[src/rtl/mul_seq_32.sv]
// Iterative 32x32 unsigned shift-and-add multiplier built around one full_adder_32.
// Optional early termination when the remaining multiplier is zero: MUL_SEQ_EARLY_TERM_EN.

module full_adder_32 (
  input  logic [31:0] i_a,
  input  logic [31:0] i_b,
  input  logic        i_c,
  output logic [31:0] o_sum,
  output logic        o_c
);
  assign {o_c, o_sum} = 33'(i_a) + 33'(i_b) + 33'(i_c);
endmodule

module mul_seq_32 (
  input  logic        clk,
  input  logic        reset,
  input  logic        start,
  input  logic [31:0] a,
  input  logic [31:0] b,
  output logic        busy,
  output logic        done,
  output logic [31:0] prod_hi,
  output logic [31:0] prod_lo
);

  typedef enum logic [1:0] {StIdle, StRun, StDone} state_e;

  state_e      r_state;
  logic [31:0] r_m;
  logic [31:0] r_q;
  logic [63:0] r_p;
  logic [5:0]  r_cnt;
  logic        r_busy;
  logic        r_done;
  logic [31:0] r_prod_hi;
  logic [31:0] r_prod_lo;

  logic [31:0] w_addend;
  logic [31:0] w_sum;
  logic        w_cout;
  logic [63:0] w_p_step;
  logic [63:0] w_p_next;
  logic        w_early;
  logic        w_finish;

  assign w_addend = r_q[0] ? r_m : 32'd0;

  full_adder_32 u_adder (
    .i_a   (r_p[63:32]),
    .i_b   (w_addend),
    .i_c   (1'b0),
    .o_sum (w_sum),
    .o_c   (w_cout)
  );

  // Carry lands in P_hi[31], so the 64-bit accumulator never overflows.
  assign w_p_step = {w_cout, w_sum, r_p[31:1]};

`ifdef MUL_SEQ_EARLY_TERM_EN
  logic [63:0] w_p_shift;
  // Remaining iterations would only shift; collapse them into one shift.
  assign w_p_shift = r_p >> (6'd32 - r_cnt);
  assign w_early   = (r_q == 32'd0);
  assign w_p_next  = w_early ? w_p_shift : w_p_step;
`else
  assign w_early   = 1'b0;
  assign w_p_next  = w_p_step;
`endif

  assign w_finish = w_early || (r_cnt == 6'd31);

  always_ff @(posedge clk or posedge reset) begin
    if (reset) begin
      r_state   <= StIdle;
      r_m       <= 32'd0;
      r_q       <= 32'd0;
      r_p       <= 64'd0;
      r_cnt     <= 6'd0;
      r_busy    <= 1'b0;
      r_done    <= 1'b0;
      r_prod_hi <= 32'd0;
      r_prod_lo <= 32'd0;
    end else begin
      unique case (r_state)
        StIdle, StDone: begin
          r_done <= 1'b0;
          if (start) begin
            r_m     <= a;
            r_q     <= b;
            r_p     <= 64'd0;
            r_cnt   <= 6'd0;
            r_busy  <= 1'b1;
            r_state <= StRun;
          end else begin
            r_busy  <= 1'b0;
            r_state <= StIdle;
          end
        end
        StRun: begin
          r_p   <= w_p_next;
          r_q   <= r_q >> 1;
          r_cnt <= r_cnt + 6'd1;
          if (w_finish) begin
            r_prod_hi <= w_p_next[63:32];
            r_prod_lo <= w_p_next[31:0];
            r_busy    <= 1'b0;
            r_done    <= 1'b1;
            r_state   <= StDone;
          end
        end
        default: begin
          r_busy  <= 1'b0;
          r_done  <= 1'b0;
          r_state <= StIdle;
        end
      endcase
    end
  end

  assign busy    = r_busy;
  assign done    = r_done;
  assign prod_hi = r_prod_hi;
  assign prod_lo = r_prod_lo;

endmodule

[config.mk]
export PLATFORM = sky130hd
export DESIGN_NAME = mul_seq_32
export DESIGN_NICKNAME = d
export VERILOG_FILES = /design/src/rtl/mul_seq_32.sv
export SDC_FILE = /design/constraint.sdc
export NUM_CORES = 1
export LEC_CHECK = 0
export CAP_MARGIN = 20
export CORE_MARGIN = 2
export CORE_UTILIZATION = 55
export DETAILED_ROUTE_END_ITERATION = 10
export PLACE_DENSITY_LB_ADDON = 0.12
export SYNTH_ARGS = -nofsm -noshare
export SYNTH_HDL_FRONTEND = slang
export SYNTH_HIERARCHICAL = 1
export SYNTH_SLANG_ARGS = --single-unit
[constraint.sdc]
create_clock -name clk -period 7.4 [get_ports clk]
set_input_delay 0.74 -clock clk [delete_from_list [all_inputs] [get_ports clk]]
set_output_delay 0.74 -clock clk [all_outputs]
set_load 0.1 [all_outputs]
Yosys cells after proc, flatten, opt, wreduce, memory -nomap -nowiden:

Index checks and enable logic that the tools add are counted.
Widths: inputs -> output; s select.

* $add $sub $neg: 2
* equal/unequal tests: 5
* multiplexer cells: 15
* reduce and logical (&&, ||, !) cells: 6

Operators with widths (number)
* $pmux 64 s2: 1
* $mux 32: 2
* $mux 64: 1
* $pmux 32 s2: 1
* $add 32x32->33: 1
* $pmux 6 s2: 1
* $add 6x1->6 const B: 1
* $eq 6x5->1 const B: 1
* $mux 6: 1
* $reduce_and 2->1: 3
* $mux 1: 5
* $ne 2x2->1 const B: 2
* $pmux 2 s2: 1
* $eq 2x1->1 const B: 1
* $eq 2x2->1 const B: 1
* $logic_not 2->1: 1
* $mux 2: 1
* $pmux 1 s2: 1
* $reduce_bool 2->1: 1
* $reduce_or 2->1: 1

* bits in registers: 202
* input bits: 67
* word-level logic and storage cells: 37

Depth between registers and ports, before layout:

Gate-level depths: netlist (run 1).

* depth after elaboration: 4
* depth in mapped cells: 12

Cells and area by module:

Netlist (run 1), hierarchy kept.

Modules (own cells, without submodules)
* mul_seq_32: instances 1, cells each 626, area an instance 7987.7 sq um, sequential area each 5004.8 sq um
* full_adder_32: instances 1, cells each 259, area an instance 1854.3 sq um, sequential area each 0.0 sq um

Worst setup path before layout (run 1):

OpenSTA, ideal clock, no wires.

* path kind: flip-flop to flip-flop
* from: reg r_q[0]
* to: reg r_prod_hi[27], in the netlist prod_hi[27]
* arrival: 2.949 ns
* data required time: 7.274 ns
* slack: 4.325 ns
* stages on the path, launching flop included: 12
* period minus slack after synthesis: 3.075 ns
* cell sequence: dfrtp_1 > and2_1 > fa_1 > fa_1 > a21oi_1 > o32ai_1 > o211ai_2 > a21o_1 > o21ai_2 > a2111oi_0 > a311oi_1 > mux2_2

* word-level cells in the longest chain between the ends: 2

RTL lines
* start, declared: line 30 `logic [31:0] r_q;`
* start signal, assigned: line 101 `r_q <= r_q >> 1;`
* $mux 32: line 46 `assign w_addend = r_q[0] ? r_m : 32'd0;`
* via w_addend[0]: line 38 `logic [31:0] w_addend;`
* $add 32x32->33: line 11 `assign {o_c, o_sum} = 33'(i_a) + 33'(i_b) + 33'(i_c);`
* via w_sum[28]: line 39 `logic [31:0] w_sum;`
* end signal, assigned: line 104 `r_prod_hi <= w_p_next[63:32];`
* end, declared: line 35 `logic [31:0] r_prod_hi;`

The timed path passes the listed nets, and every way through them passes these cells.
A chain may end at the register's enable or synchronous reset.

Final worst setup path (run 1):

Same ends and word-level chain as after synthesis.

==> run summary, run 1 <==
• 7031 — vias after detailed routing
• r_q[0]$_DFFE_PP0P_ — worst flop-to-flop path startpoint
• 5.78 nW — leakage power figure
• 4.22 ns — Critical Path AT
• 0.08 ns — Clock transition at path regs
• 48 — row count
• register — kind of launch point of the worst setup path
• 1230 — Final Instance Count excl. Fillers
• 0.44 ns — Skew-Pair Late Insertion Delay
• 200 — FF+latch count, synth
• sky130_fd_sc_hd__dfrtp_1 — cell with the most instances after synthesis
• prod_hi[27]$_DFFE_PP0P_ — capturing point of the worst reg2reg path
• prod_hi[27]$_DFFE_PP0P_ — capturing element of the worst setup path
• 138 um — DIE HEIGHT
• 0 — n_diodes
• register — nature of the critical path endpoint
• 0.898 — RePlAce Congestion
• reg -> reg — path class of the lowest-slack min-delay path
• 1344 — layout filler cell count
• 132 — Port Buffers
• 498 nW/um2 — power per unit of standard cell area
• 11.1 um2 — syn avg cell area
• sky130_fd_sc_hd__dfrtp_1 — top cell type by total area after synthesis
• 33 — worst-path maximum fanout
• finished clean — run status
• 17.3 um — per-cell routed wire length
• 0 — antenna violations before repair
• 4 — number of H-tree levels
• 1.05 ns — transition time at the pin with the least slew margin
• 7005 — via count of the first global-routing pass
• 3.50 ns — PnR worst setup slack
• 3.50 ns — worst reg2reg setup slack
• 0.0144 ns — Setup Skew
• 0 — count of final setup violators
• 0 — hold buffer count at CTS
• done — CTS tree
• 56.5% — initial standard-cell utilization of the core
• 23.5% — overall track demand over capacity in global routing
• 0 — DRC violations left
• 133 — largest net degree at the start of global routing
• 12.2% — fraction of layout cells with a size suffix above 1
• 885 — Post-Synthesis Cells
• 35.2 mm — first-pass GRT wire length
• 138 um — horizontal extent of the die
• sky130_fd_sc_hd__dfrtp_1 — CP max-delay cell
• reg -> reg — type of the worst setup path
• 50.9% — fraction of synthesized cell area taken by the top area cell type
• 17 — Num CTS Buffers
• r_q[0]$_DFFE_PP0P_ — start point of the critical path
• 0 — final hold violation count
• sky130_fd_sc_hd__dfrtp_1 51%, sky130_fd_sc_hd__mux2_4 7.5%, sky130_fd_sc_hd__a22o_1 5.9% — largest cells by area after synthesis
• 5 — TritonRoute pass-1 iters
• 50.9% — share of synthesized area occupied by flip-flops and latches
• 1197 — Post-Place Cells
• 19000 um2 — floorplan die area
• 0 — sum of overflow across all layers after global routing
• 5000 um2 — area occupied by registers
• 0.256 GHz — maximum clock rate
• 0 — Max Cap Viol
• 3.90 ns — post-layout min period
• 0 — Post-synth EDFFs
• sky130_fd_sc_hd__fa_1 — Critical Path Most Common Cell
• 0 — Post-CTS Resized
• 133 — Top Ports
• 52.8% — part of the cycle the worst path needs
• 2 — CTS Buffer Depth
• sky130_fd_sc_hd__dfrtp_1 — main flop type after synthesis
• 0 — antenna-violating nets left
• 4550 um2 — multi-input logic area
• 17400 um2 — area of the core
• 0 — number of slew-limit violations in the final report
• 20.9% — Area Growth Syn to Fin
• 986 — Syn Nets
• 13.9 mm — Final HPWL DP
• 0.72 ns — slowest cell delay on critical path
• 0 — buffers inserted by post-CTS timing repair
• 0 ns — setup tns final
• 403 — violation count after the first detailed-routing iteration
• 100% — Post-synth ARST share
• 200 — number of sinks handled by clock tree synthesis
• 21.3 mm — wire length after detailed routing
• 200 x sky130_fd_sc_hd__dfrtp_1, 152 x sky130_fd_sc_hd__nand2_1, 66 x sky130_fd_sc_hd__a22o_1 — Post-synth top cells
• and2_1 > fa_1 > fa_1 > a21oi_1 > o32ai_1 > o211ai_2 > a21o_1 > o21ai_2 > a2111oi_0 > a311oi_1 > mux2_2 — CP Cell Sequence
• 3.56 ns — setup slack after placement
• 1093 — final net count
• no — RSZ-0062 raised after global routing
• 9840 um2 — Mapped Area
• 65 — number of distinct standard cells referenced by the synthesized netlist
• 5.72 — via density per instance
• 0.336 mV — highest ir drop seen on vdd
• 11 — FF-to-FF path depth
• 7.72 ns — data required time of the critical path
• 6 — Syn. warnings
• sky130_fd_sc_hd__clkbuf_16 — Clock Tree Root
• 29.9% — Worst slew margin
[cell type report]
| class | count | area share [%] |
|---|---|---|
| flip-flops and latches | 200 | 42.1 |
| clock inverters | 15 | 1.67 |
| multi-input cells | 624 | 38.2 |
| inverters | 9 | 0.347 |
| well taps | 225 | 2.37 |
| repair buffers | 140 | 11.8 |
| clock buffers | 17 | 3.57 |
[cells in the final DEF (no fill, tap or decap), types with 4 or more instances in the layout]
master / count
sky130_fd_sc_hd__a22o_1: 66
sky130_fd_sc_hd__xnor2_1: 10
sky130_fd_sc_hd__dfrtp_1: 200
sky130_fd_sc_hd__nand2_1: 152
sky130_fd_sc_hd__inv_1: 7
sky130_fd_sc_hd__mux2_2: 15
sky130_fd_sc_hd__or3_1: 4
sky130_fd_sc_hd__a21oi_1: 34
sky130_fd_sc_hd__clkbuf_16: 17
sky130_fd_sc_hd__xor2_1: 15
sky130_fd_sc_hd__clkdlybuf4s50_1: 132
sky130_fd_sc_hd__nand4_1: 10
sky130_fd_sc_hd__nor2_1: 20
sky130_fd_sc_hd__o21bai_1: 5
sky130_fd_sc_hd__nor3_1: 8
sky130_fd_sc_hd__a21o_1: 13
sky130_fd_sc_hd__o211ai_1: 4
sky130_fd_sc_hd__nand3_1: 38
sky130_fd_sc_hd__and3_1: 5
sky130_fd_sc_hd__mux2i_1: 4
sky130_fd_sc_hd__mux2_4: 49
sky130_fd_sc_hd__a22oi_1: 32
sky130_fd_sc_hd__o21ai_1: 8
sky130_fd_sc_hd__o21a_1: 4
sky130_fd_sc_hd__clkinv_8: 4
sky130_fd_sc_hd__buf_4: 7
sky130_fd_sc_hd__inv_8: 5
sky130_fd_sc_hd__ha_1: 32
sky130_fd_sc_hd__o21ai_0: 13
sky130_fd_sc_hd__a211oi_1: 6
sky130_fd_sc_hd__and2_1: 33
sky130_fd_sc_hd__a211o_1: 4
[per-layer routing]
layer	vias to the layer above	global-route usage, %	wire, um
met4	0	7.37	219
met5	-	0	0
met2	170	35.5	9590
met3	24	3.57	787
met1	3433	35.2	10700
li1	3404	-	-
[flip-flops by register name (all words and copies together) (netlist names)]
register and cells:
r_m 32, r_state 1, r_cnt 6, prod_lo 32, done 1, prod_hi 32
r_p 63, busy 1, r_q 32
[worst max-delay path, delay by kind of cell (launching register included)]
family	cells	cell delay [ns]
adders and majority gates	2	0.87
muxes	1	0.28
and+or+nand+nor	1	0.32
DFF	1	0.72
AOI/OAI and AO/OA	7	1.59
[through the flow]
stage / total power (W) / hold slack, ns / utilization [%] / instance area (um2)
global placement: 0.00488 / 0.452 / 64.6 / 11200
CTS: 0.00592 / 0.479 / 68.2 / 11900
global route: 0.00630 / 0.501 / 68.3 / 11900
floorplan: 0.00427 / 0.438 / - / 9840
detailed placement: 0.00494 / 0.462 / 64.6 / 11200
finish: 0.00593 / 0.476 / 68.3 / 11900
[report_power, final]
part           total, W  internal, W  switching (W)
combinational   0.00312      0.00114        0.00198
sequential      0.00185      0.00154       0.000304
clock          0.000965     0.000494       0.000472
total           0.00593      0.00318        0.00275
[kinds of logic (layout without fill, tap and decap cells)]
family,after synthesis,count (layout),synth area share (%)
AND/OR/NAND/NOR,290,290,13.9
AO/OA/AOI/OAI,206,206,15.7
flip-flops,200,200,50.9
multiplexers,68,68,9.60
buffers and inverters,61,181,3.24
adder cells (fa/ha/maj),34,34,4.47
XOR/XNOR,25,25,2.22
other,1,1,0.0381
[worst min path at each step]
stage | startpoint | endpoint | cells past startpoint
floorplan | r_m[0]$_DFFE_PP0P_ | r_m[0]$_DFFE_PP0P_ | 2
global placement | r_m[27]$_DFFE_PP0P_ | r_m[27]$_DFFE_PP0P_ | 2
detailed placement | r_m[13]$_DFFE_PP0P_ | r_m[13]$_DFFE_PP0P_ | 2
CTS | r_m[13]$_DFFE_PP0P_ | r_m[13]$_DFFE_PP0P_ | 2
global route | r_m[16]$_DFFE_PP0P_ | r_m[16]$_DFFE_PP0P_ | 2
finish | r_m[13]$_DFFE_PP0P_ | r_m[13]$_DFFE_PP0P_ | 2
(Power assumes the default switching activity.)
==> inputs of run 2 (changes only) <==
==> constraint.sdc (replaced) <==
create_clock -name clk -period 3.8 [get_ports clk]
set_input_delay 0.38 -clock clk [delete_from_list [all_inputs] [get_ports clk]]
set_output_delay 0.38 -clock clk [all_outputs]
set_load 0.1 [all_outputs]
==> run 2 against run 1 <==
  * Fmax rose by 11%
  * Sequential share of layout area fell by 0.24 points
  * First-iteration DRC count grew 9.4%
  * Flip-flop and latch count stayed put
  * Clock power is 94% higher
  * Critical endpoint unchanged
  * Largest cell class unchanged
  * Combinational power up 98%
  * Wire length increased by 3.5%
  * Sequential power up 93%
  * Clock skew fell by 0.0047 ns
  * Utilization rose by 0.40 points
  * Cell area grew 0.58%
==> run summary, run 2 (same netlist as run 1, synthesis figures left out) <==
• finished clean — run status
• 3.83 ns — Critical Path AT, -0.39 ns
• 21.6% — Area Growth Syn to Fin
• reg -> reg — type of the worst setup path
• sky130_fd_sc_hd__clkbuf_16 — Clock Tree Root
• 138 um — horizontal extent of the die, unchanged
• 63 — number of flip-flops under the largest register name, unchanged
• done — CTS tree
• in -> async — path class of the lowest-slack min-delay path
• 1.05 ns — transition time at the pin with the least slew margin, +0.00264 ns
• 29.7% — Worst slew margin, -0.18 points
• 0 — number of slew-limit violations in the final report, unchanged
• 5 — worst-path maximum fanout, -85%
• 0 — n_diodes, unchanged
• sky130_fd_sc_hd__dfrtp_1 — most common cell after layout, fill and taps aside
• 0 — hold buffer count at CTS, unchanged
• 0.297 ns — PnR worst setup slack, -3.20 ns
• r_p — register with the most flip-flops
• 0.286 GHz — maximum clock rate, +11%
• 56.5% — initial standard-cell utilization of the core, unchanged
• 132 — Port Buffers, unchanged
• 0 — count of final setup violators, unchanged
• 0 ns — setup tns final, unchanged
• 441 — violation count after the first detailed-routing iteration, +9.4%
• 5 — TritonRoute pass-1 iters, unchanged
• no — RSZ-0062 raised after global routing
• 17.8 um — per-cell routed wire length, +3.0%
• 0.878 — RePlAce Congestion, -2.2%
• 0 — final hold violation count, unchanged
• 0 — Max Cap Viol, unchanged
• 92.2% — part of the cycle the worst path needs, +39 points
• 2 — CTS Buffer Depth, unchanged
• 12.8% — fraction of layout cells with a size suffix above 1, +0.52 points
• 68.7% — final standard cell utilization of the core, +0.40 points
• 17 — Num CTS Buffers, unchanged
• 1099 — final net count, +0.55%
• 12000 um2 — final design instance area without fill, +0.58%
• 0.00976 ns — Setup Skew, -0.00468 ns
• 7090 — vias after detailed routing, +0.84%
• 6991 — via count of the first global-routing pass, -0.20%
• 0 — Post-CTS Resized, unchanged
• r_q[0]$_DFFE_PP0P_ — start point of the critical path
• 4 — number of H-tree levels, unchanged
• 200 — number of sinks handled by clock tree synthesis, unchanged
• 0 — DRC violations left, unchanged
• 200 x sky130_fd_sc_hd__dfrtp_1, 152 x sky130_fd_sc_hd__nand2_1, 132 x sky130_fd_sc_hd__clkdlybuf4s50_1 — commonest non-fill, non-tap cells in the layout
• 11300 um2 — Post-DP Area, +0.88%
• 48 — row count, unchanged
• 138 um — DIE HEIGHT, unchanged
• 5.81 nW — leakage power figure, +0.51%
• 91 — largest net degree at the start of global routing, -32%
• 22.0 mm — wire length after detailed routing, +3.5%
• 0.0116 W — overall power after layout, +96%
• 0.651 mV — highest ir drop seen on vdd, +93%
• 5.74 — via density per instance, +0.35%
• 4.12 ns — data required time of the critical path, -3.60 ns
• 1337 — layout filler cell count, -0.52%
• 19000 um2 — floorplan die area, unchanged
• 133 — Top Ports, unchanged
• 0.08 ns — Clock transition at path regs, about the same
• register — kind of launch point of the worst setup path
• 15.0 mm — Final HPWL DP, +8.5%
• 0 — antenna-violating nets left, unchanged
• 0.44 ns — Skew-Pair Late Insertion Delay, about the same
• register — nature of the critical path endpoint
• 3.50 ns — post-layout min period, -0.401 ns
• 972 nW/um2 — power per unit of standard cell area, +95%
• 36.4 mm — first-pass GRT wire length, +3.5%
• 0 — antenna violations before repair, unchanged
• 17400 um2 — area of the core, unchanged
• r_q[0]$_DFFE_PP0P_ — worst flop-to-flop path startpoint
• 0.316 ns — setup slack after placement, -3.24 ns
• 0 — buffers inserted by post-CTS timing repair, unchanged
• 24.6% — overall track demand over capacity in global routing, +1.1 points
• 0 — sum of overflow across all layers after global routing, unchanged
run 2: per-stage QoR:
| stage | hold WS [ns] | cells |
|---|---|---|
| finish | 0.423 | 1236 |
| global route | 0.448 | 1236 |
| CTS | 0.429 | 1236 |
| detailed placement | 0.455 | 1204 |
| global placement | 0.455 | 1203 |
| floorplan | 0.438 | 885 |
run 2: final timing paths:
kind,endpoint,slack [ns],cells after the start
min in group clk,r_m[25]$_DFFE_PP0P_,0.46,3
hold / removal,prod_lo[17]$_DFFE_PP0P_,0.42,3
max in group asynchronous,r_p[54]$_DFFE_PP0P_,2.92,3
setup / recovery,prod_hi[27]$_DFFE_PP0P_,0.30,11
setup reg to reg,prod_hi[27]$_DFFE_PP0P_,0.30,11
hold reg to reg,r_m[26]$_DFFE_PP0P_,0.47,2
run 2: where the power goes:
group          total, W  internal, W  switching [W]
clock network   0.00187     0.000955       0.000918
logic           0.00618      0.00224        0.00394
registers       0.00357      0.00300       0.000571
run 2: layout make-up:
type	instances	area, um2	share of cell area, %
multi-input cells	624	4550	38.0
clock buffers	17	425	3.55
repair buffers	146	1480	12.3
flip-flops and latches	200	5000	41.8
well taps	225	282	2.35
inverters	9	37.5	0.314
clock inverters	15	196	1.64
run 2: critical path, cell delays in order (launching register included):
cell and delay, ns:
sky130_fd_sc_hd__dfrtp_1 0.45, sky130_fd_sc_hd__and2_1 0.19, sky130_fd_sc_hd__fa_1 0.45, sky130_fd_sc_hd__fa_1 0.43, sky130_fd_sc_hd__a21oi_1 0.23, sky130_fd_sc_hd__o32ai_1 0.16
sky130_fd_sc_hd__o211ai_2 0.33, sky130_fd_sc_hd__a21o_1 0.25, sky130_fd_sc_hd__o21ai_2 0.11, sky130_fd_sc_hd__a2111oi_0 0.41, sky130_fd_sc_hd__a311oi_1 0.11, sky130_fd_sc_hd__mux2_2 0.28
run 2: routing by layer:
metal,vias up,global-route usage (%),wire [um]
li1,3399,-,-
met4,0,7.26,327
met3,23,4.38,861
met5,-,0,0
met1,3489,36.5,10700
met2,179,37.2,10100
